--- src/rtl/dot_field.sv ---
// Pellet field for the maze game: dot storage, eat detection on frame ticks,
// optional per-dot respawn, saturating score and level-clear / refill sequencing.
module dot_field #(
    parameter int N_DOTS         = 16,
    parameter int DOT_HALF       = 2,
    parameter int POINTS         = 10,
    parameter int SCORE_W        = 16,
    parameter int RESPAWN_EN     = 0,
    parameter int RESPAWN_FRAMES = 600,
    parameter int CLEAR_FRAMES   = 120
) (
    input  logic                      Clk,
    input  logic                      Reset,
    input  logic                      frame_clk,
    input  logic [10*N_DOTS-1:0]      DotX_flat,
    input  logic [10*N_DOTS-1:0]      DotY_flat,
    input  logic [9:0]                PlayerX,
    input  logic [9:0]                PlayerY,
    input  logic [9:0]                PlayerSize,
    input  logic [N_DOTS-1:0]         kill,
    input  logic [9:0]                DrawX,
    input  logic [9:0]                DrawY,
    output logic [N_DOTS-1:0]         alive,
    output logic [N_DOTS-1:0]         is_dot,
    output logic                      is_dots,
    output logic [$clog2(N_DOTS)-1:0] dot_number,
    output logic [SCORE_W-1:0]        score,
    output logic                      eat_pulse,
    output logic                      level_clear
);

    localparam int NUM_W  = $clog2(N_DOTS);
    localparam int CNT_W  = $clog2(N_DOTS + 1);
    localparam int TMR_W  = (RESPAWN_FRAMES < 1) ? 1 : $clog2(RESPAWN_FRAMES + 1);
    localparam int WAIT_W = (CLEAR_FRAMES < 1) ? 1 : $clog2(CLEAR_FRAMES + 1);
    localparam int SUM_W  = SCORE_W + 32 + CNT_W;

    typedef enum logic {PLAY, CLEAR_WAIT} state_t;

    state_t              state_q, state_d;
    logic                frame_clk_q;
    logic                tick;
    logic [N_DOTS-1:0]   alive_q, alive_d;
    logic [SCORE_W-1:0]  score_q, score_d;
    logic [TMR_W-1:0]    timer_q [N_DOTS];
    logic [TMR_W-1:0]    timer_d [N_DOTS];
    logic [WAIT_W-1:0]   wait_q, wait_d;
    logic                eat_q, eat_d;
    logic                lc_q, lc_d;
    logic [N_DOTS-1:0]   hit;
    logic [N_DOTS-1:0]   eaten;
    logic [CNT_W-1:0]    eat_cnt;
    logic [10:0]         reach;

    // 11-bit magnitude of a difference between two 10-bit coordinates; never wraps
    function automatic logic [10:0] abs_diff(input logic [9:0] a, input logic [9:0] b);
        if (a >= b) return {1'b0, a - b};
        else        return {1'b0, b - a};
    endfunction

    // Add n dots' worth of points and clamp at the all-ones score
    function automatic logic [SCORE_W-1:0] sat_add(input logic [SCORE_W-1:0] base,
                                                  input logic [CNT_W-1:0]   n);
        logic [SUM_W-1:0] sum;
        sum = SUM_W'(base) + SUM_W'(POINTS) * SUM_W'(n);
        if (sum > SUM_W'({SCORE_W{1'b1}})) return {SCORE_W{1'b1}};
        else                               return sum[SCORE_W-1:0];
    endfunction

    assign tick  = frame_clk & ~frame_clk_q;
    assign reach = {1'b0, PlayerSize} + 11'(DOT_HALF);

    // Player/dot bounding-box overlap for every dot, independent of alive state
    always_comb begin
        hit = '0;
        for (int i = 0; i < N_DOTS; i++) begin
            hit[i] = (abs_diff(PlayerX, DotX_flat[10*i +: 10]) <= reach) &&
                     (abs_diff(PlayerY, DotY_flat[10*i +: 10]) <= reach);
        end
    end

    // Eating only happens on a frame tick while playing; frozen during the clear wait
    assign eaten = (state_q == PLAY && tick) ? (alive_q & hit) : '0;

    // Number of dots eaten this cycle
    always_comb begin
        eat_cnt = '0;
        for (int i = 0; i < N_DOTS; i++) begin
            eat_cnt = eat_cnt + CNT_W'(eaten[i]);
        end
    end

    // Field, score, respawn timers and play/clear-wait sequencing
    always_comb begin
        alive_d = alive_q;
        score_d = score_q;
        timer_d = timer_q;
        wait_d  = wait_q;
        state_d = state_q;
        eat_d   = 1'b0;
        lc_d    = 1'b0;
        case (state_q)
            PLAY: begin
                if (tick) begin
                    for (int i = 0; i < N_DOTS; i++) begin
                        if (eaten[i]) begin
                            alive_d[i] = 1'b0;
                            if (RESPAWN_EN != 0) timer_d[i] = TMR_W'(RESPAWN_FRAMES);
                        end else if (RESPAWN_EN != 0 && timer_q[i] != '0) begin
                            timer_d[i] = timer_q[i] - TMR_W'(1);
                            if (timer_q[i] == TMR_W'(1)) alive_d[i] = 1'b1;
                        end
                    end
                    score_d = sat_add(score_q, eat_cnt);
                    eat_d   = |eaten;
                end
            end
            CLEAR_WAIT: begin
                if (tick) begin
                    if (wait_q <= WAIT_W'(1)) begin
                        alive_d = '1;
                        for (int i = 0; i < N_DOTS; i++) timer_d[i] = '0;
                        state_d = PLAY;
                    end else begin
                        wait_d = wait_q - WAIT_W'(1);
                    end
                end
            end
            default: state_d = PLAY;
        endcase
        // An external kill overrides everything else for that dot, including an expiring timer
        for (int i = 0; i < N_DOTS; i++) begin
            if (kill[i]) begin
                alive_d[i] = 1'b0;
                if (RESPAWN_EN != 0) timer_d[i] = TMR_W'(RESPAWN_FRAMES);
            end
        end
        if (state_q == PLAY && (|alive_q) && !(|alive_d)) begin
            lc_d    = 1'b1;
            state_d = CLEAR_WAIT;
            wait_d  = WAIT_W'(CLEAR_FRAMES);
        end
    end

    // State registers with synchronous reset to a full field and zero score
    always_ff @(posedge Clk) begin
        if (Reset) begin
            frame_clk_q <= 1'b0;
            state_q     <= PLAY;
            alive_q     <= '1;
            score_q     <= '0;
            wait_q      <= '0;
            eat_q       <= 1'b0;
            lc_q        <= 1'b0;
            for (int i = 0; i < N_DOTS; i++) timer_q[i] <= '0;
        end else begin
            frame_clk_q <= frame_clk;
            state_q     <= state_d;
            alive_q     <= alive_d;
            score_q     <= score_d;
            wait_q      <= wait_d;
            eat_q       <= eat_d;
            lc_q        <= lc_d;
            for (int i = 0; i < N_DOTS; i++) timer_q[i] <= timer_d[i];
        end
    end

    // Pixel hit test against live dots; lowest index wins where dots overlap
    always_comb begin
        is_dot     = '0;
        dot_number = '0;
        for (int i = 0; i < N_DOTS; i++) begin
            is_dot[i] = alive_q[i] &&
                        (abs_diff(DrawX, DotX_flat[10*i +: 10]) <= 11'(DOT_HALF)) &&
                        (abs_diff(DrawY, DotY_flat[10*i +: 10]) <= 11'(DOT_HALF));
        end
        for (int i = N_DOTS - 1; i >= 0; i--) begin
            if (is_dot[i]) dot_number = NUM_W'(i);
        end
    end

    assign is_dots     = |is_dot;
    assign alive       = alive_q;
    assign score       = score_q;
    assign eat_pulse   = eat_q;
    assign level_clear = lc_q;

endmodule

--- config.mk ---
export PLATFORM = sky130hd
export DESIGN_NAME = dot_field
export DESIGN_NICKNAME = d
export VERILOG_FILES = /design/src/rtl/dot_field.sv
export SDC_FILE = /design/constraint.sdc
export NUM_CORES = 2
export LEC_CHECK = 0
export CAP_MARGIN = 20
export CORE_MARGIN = 5
export CORE_UTILIZATION = 35
export DETAILED_ROUTE_END_ITERATION = 7
export GPL_TIMING_DRIVEN = 0
export PLACE_DENSITY_LB_ADDON = 0.2
export SETUP_SLACK_MARGIN = 0.02
export SLEW_MARGIN = 30
export SYNTH_ARGS = -nofsm -noshare
export SYNTH_HDL_FRONTEND = slang
export SYNTH_SLANG_ARGS = --single-unit
export TNS_END_PERCENT = 100
--- constraint.sdc ---
create_clock -name Clk -period 11.4 [get_ports Clk]
set_input_delay 1.14 -clock Clk [delete_from_list [all_inputs] [get_ports Clk]]
set_output_delay 1.14 -clock Clk [all_outputs]
set_load 0.02 [all_outputs]
==> flow_metrics.py <==
metrics = {
    "power_and_ir_drop": {
        "worst_ir_drop_vdd_uv": 96.0,
        "fin_total_pwr_uw": 5850,
        "p_per_area_nw_per_um2": 80.1,
        "static-leakage-power_uw": 0.0354,
    },
    "setup_path": {
        "worstPathMaxFanout": 8,
        "end_kind": "flop",
        "timing.critical_path.mode_cell": "a21o_1",
        "logic_depth_of_the_worst_register_to_register_path": 31,
        "critical_path_arrival_ns": 11.62,
        "max_stage_delay_ns": 0.61,
        "crit_required_ns": 11.61,
        "cpMaxStageDelayCell": "fa_1",
        "timing.setup.critical_path_class": "input pin to flop",
        "start_kind": "input pin",
    },
    "detailed_routing": {
        "postRouteAntennaNets": 0,
        "detailedRoute.firstIterationViolations": 5860,
        "routed_wl_mm": 295,
        "route.detailed.vias_per_inst": 5.87,
        "drc": 0,
        "vias": 65100,
        "drtPass1Iterations": 8,
        "wire_per_inst_um": 26.6,
    },
    "cts": {
        "numCtsBuffers": 5,
        "cts_root_buf": "clkbuf_16",
        "clkSlewWorstSetupHoldPaths_ns": 0.07,
        "cts_buffer_depth": 2,
        "h-tree-depth": 2,
        "worst_skew_pair_later_pin_latency_ns": 0.29,
        "cts.sinks": 43,
        "cts_tree": "built",
    },
    "global_route": {
        "grt.overflow.total": 0,
        "grt_first_pass_wirelength_mm": 416,
        "grt_pass1_vias": 62200,
        "overall_global_routing_resource_usage_pct": 29.9,
        "grt_max_degree": 29,
        "antenna_found_initial": 67,
    },
    "placed_design": {
        "hpwl_mm": 231,
        "buffer_ports.inserted": 443,
        "gp_congestion": 0.974,
        "placed_area_um2": 71200,
        "dpl.cell_count": 11000,
    },
    "synthesis": {
        "synthTopCellsByCount": "ha_1 (1560), a21oi_1 (842), inv_1 (716)",
        "synth_edf_count": 0,
        "synth.avg_cell_area_um2": 7.66,
        "synth.area.top_cells": "ha_1 (32%), a21oi_1 (6.8%), a21o_1 (6.0%)",
        "proportion_of_netlist_area_held_by_the_largest_area_contributor_pct": 31.6,
        "syn_area_um2": 61800,
        "synth_async_sr_flop_share_pct": 0,
        "postSynthCellCount": 8078,
        "postSynth.topFlopCell": "dfxtp_1",
        "synth.largest_area_cell": "ha_1",
        "yosys_warnings": 0,
        "yosysMostFrequentCell": "ha_1",
        "post_synth_num_cell_types": 92,
        "synth.ff_latch_count": 43,
        "synthesis.nets": 10200,
        "synth.yosys.seq_area_share_pct": 1.39,
    },
    "die": {
        "die_h_um": 430,
        "die_w_um": 430,
        "floorplan.initialDensity_pct": 35.2,
        "dieArea_um2": 185000,
        "placement_rows": 154,
        "fp.coreArea_um2": 176000,
        "floorplan.io_pins": 444,
    },
    "timing": {
        "setup_viol": 1,
        "worst_pin_slew_ns": 1.11,
        "final.hold.worst_slack_ns": 0.464,
        "f_max_mhz": 87.6,
        "postLayoutSetupSlackWorst_ns": -0.0141,
        "timing.clock.skew_ns": 0.00874,
        "final_period_minus_worst_setup_slack_ns": 11.41,
        "grt_setup_unrepaired": "true",
        "post-route-period-util_pct": 100,
        "hold_viol_final": 0,
        "relSlewSlack_pct": 25.6,
        "maxSlewViolCount": 0,
        "timing.setup.tns_ns": -0.0141,
    },
    "flow_run": {
        "drv.max_cap_violation_count": 0,
    },
    "final_layout": {
        "final_nets": 10800,
        "layout-drive-gt1-share_pct": 7.29,
        "stdcell_area_um2": 73000,
        "flow.area_growth_from_synthesis_pct": 18.1,
        "final_cell_count_no_fill": 11100,
    },
    "worst_hold_path": {
        "hold-path-cell-count": 2,
        "hp-class": "flop to flop",
    },
    "run_status": {
        "violations": "negative setup slack",
        "status": "complete, but fails checks",
    },
}
==> cells in the final DEF, fill, tap and decap left out, types with 150 or more instances in the layout <==
cell type / count
clkdlybuf4s50_1: 352
o21ai_0: 429
a21oi_1: 804
nand2b_1: 155
nand2_1: 489
mux2i_1: 316
a21o_1: 491
clkbuf_1: 199
o21a_1: 155
nand4_1: 150
xnor2_1: 305
nor2_1: 278
ha_1: 1548
inv_1: 675
xor2_1: 163
==> critical path, delay by kind of cell <==
| family | cells | cell delay (ns) |
|---|---|---|
| AOI/OAI and AO/OA | 19 | 3.58 |
| xor gates and xnor gates | 2 | 0.27 |
| adders and majority gates | 12 | 4.25 |
| buffers and inverters | 9 | 1.06 |
| muxes | 1 | 0.29 |
| and+or+nand+nor | 7 | 0.95 |
==> logic make-up (layout without fill, tap and decap cells) <==
kind of cell	Yosys count	count (layout)	synth area share, %
flip-flops	43	43	1.39
multiplexers	398	398	6.62
adder cells (fa/ha/maj)	1700	1700	36.1
XOR/XNOR	479	479	6.78
AND/OR/NAND/NOR	1715	1715	14.0
AO/OA/AOI/OAI	2777	2777	29.2
buffers and inverters	966	1604	5.94
other	0	40	0
==> power breakdown <==
group	internal (uW)	total (uW)	leakage, uW	switching (uW)
sequential	166	206	0.000354	39.3
clock	104	173	0.0000807	68.8
combinational	2260	5470	0.0350	3210
total	2530	5850	0.0354	3320
==> final timing paths <==
| path | from | endpoint | slack (ns) |
|---|---|---|---|
| hold reg to reg | score[0] | score[0] | 0.46 |
| hold / removal | score[0] | score[0] | 0.46 |
| setup reg to reg | frame_clk_q | score[11] | 2.24 |
| setup / recovery | PlayerY[0] | score[11] | -0.01 |
==> layout make-up <==
cell class / instances / area, um2
inverter: 716 / 2770
multi-input combinational: 7069 / 58300
timing repair buffer: 634 / 6870
tap: 2340 / 2930
clock inverter: 3 / 46.3
sequential: 43 / 861
fill: 18100 / 103000
clock buffer: 5 / 125
buffer: 246 / 1010
antenna: 40 / 100
==> repair_timing <==
| action | CTS | global route |
|---|---|---|
| gates cloned | 1 | 0 |
| gates resized for setup | 215 | 83 |
| pin swaps | 94 | 84 |
| hold buffers | 0 | 0 |
| setup endpoints to repair | 16 | 16 |
| buffers inserted | 65 | 24 |
==> per-layer routing <==
metal | vias to the layer above | part of all wire, % | global-route usage (%)
met3 | 748 | 6.8 | 3.72
met2 | 2762 | 44 | 48.0
met5 | - | 0.012 | 0
met1 | 30800 | 41 | 37.2
met4 | 8 | 8.1 | 20.8
li1 | 30800 | - | -
==> per-stage QoR <==
step	worst slack, ns	util, %
2_1_floorplan	0.0820	-
3_3_place_gp	-9.47	39.3
5_1_grt	-0.458	41.5
4_1_cts	0.0207	41.2
6_report	-0.0141	41.5
3_5_place_dp	-2.82	40.5
==> state kept, by name, summed over array words and instances (netlist names) <==
signal / count
alive: 16
eat_pulse: 1
frame_clk_q: 1
level_clear: 1
score: 16
state_q: 1
wait_q: 7
(Power assumes the default switching activity.)
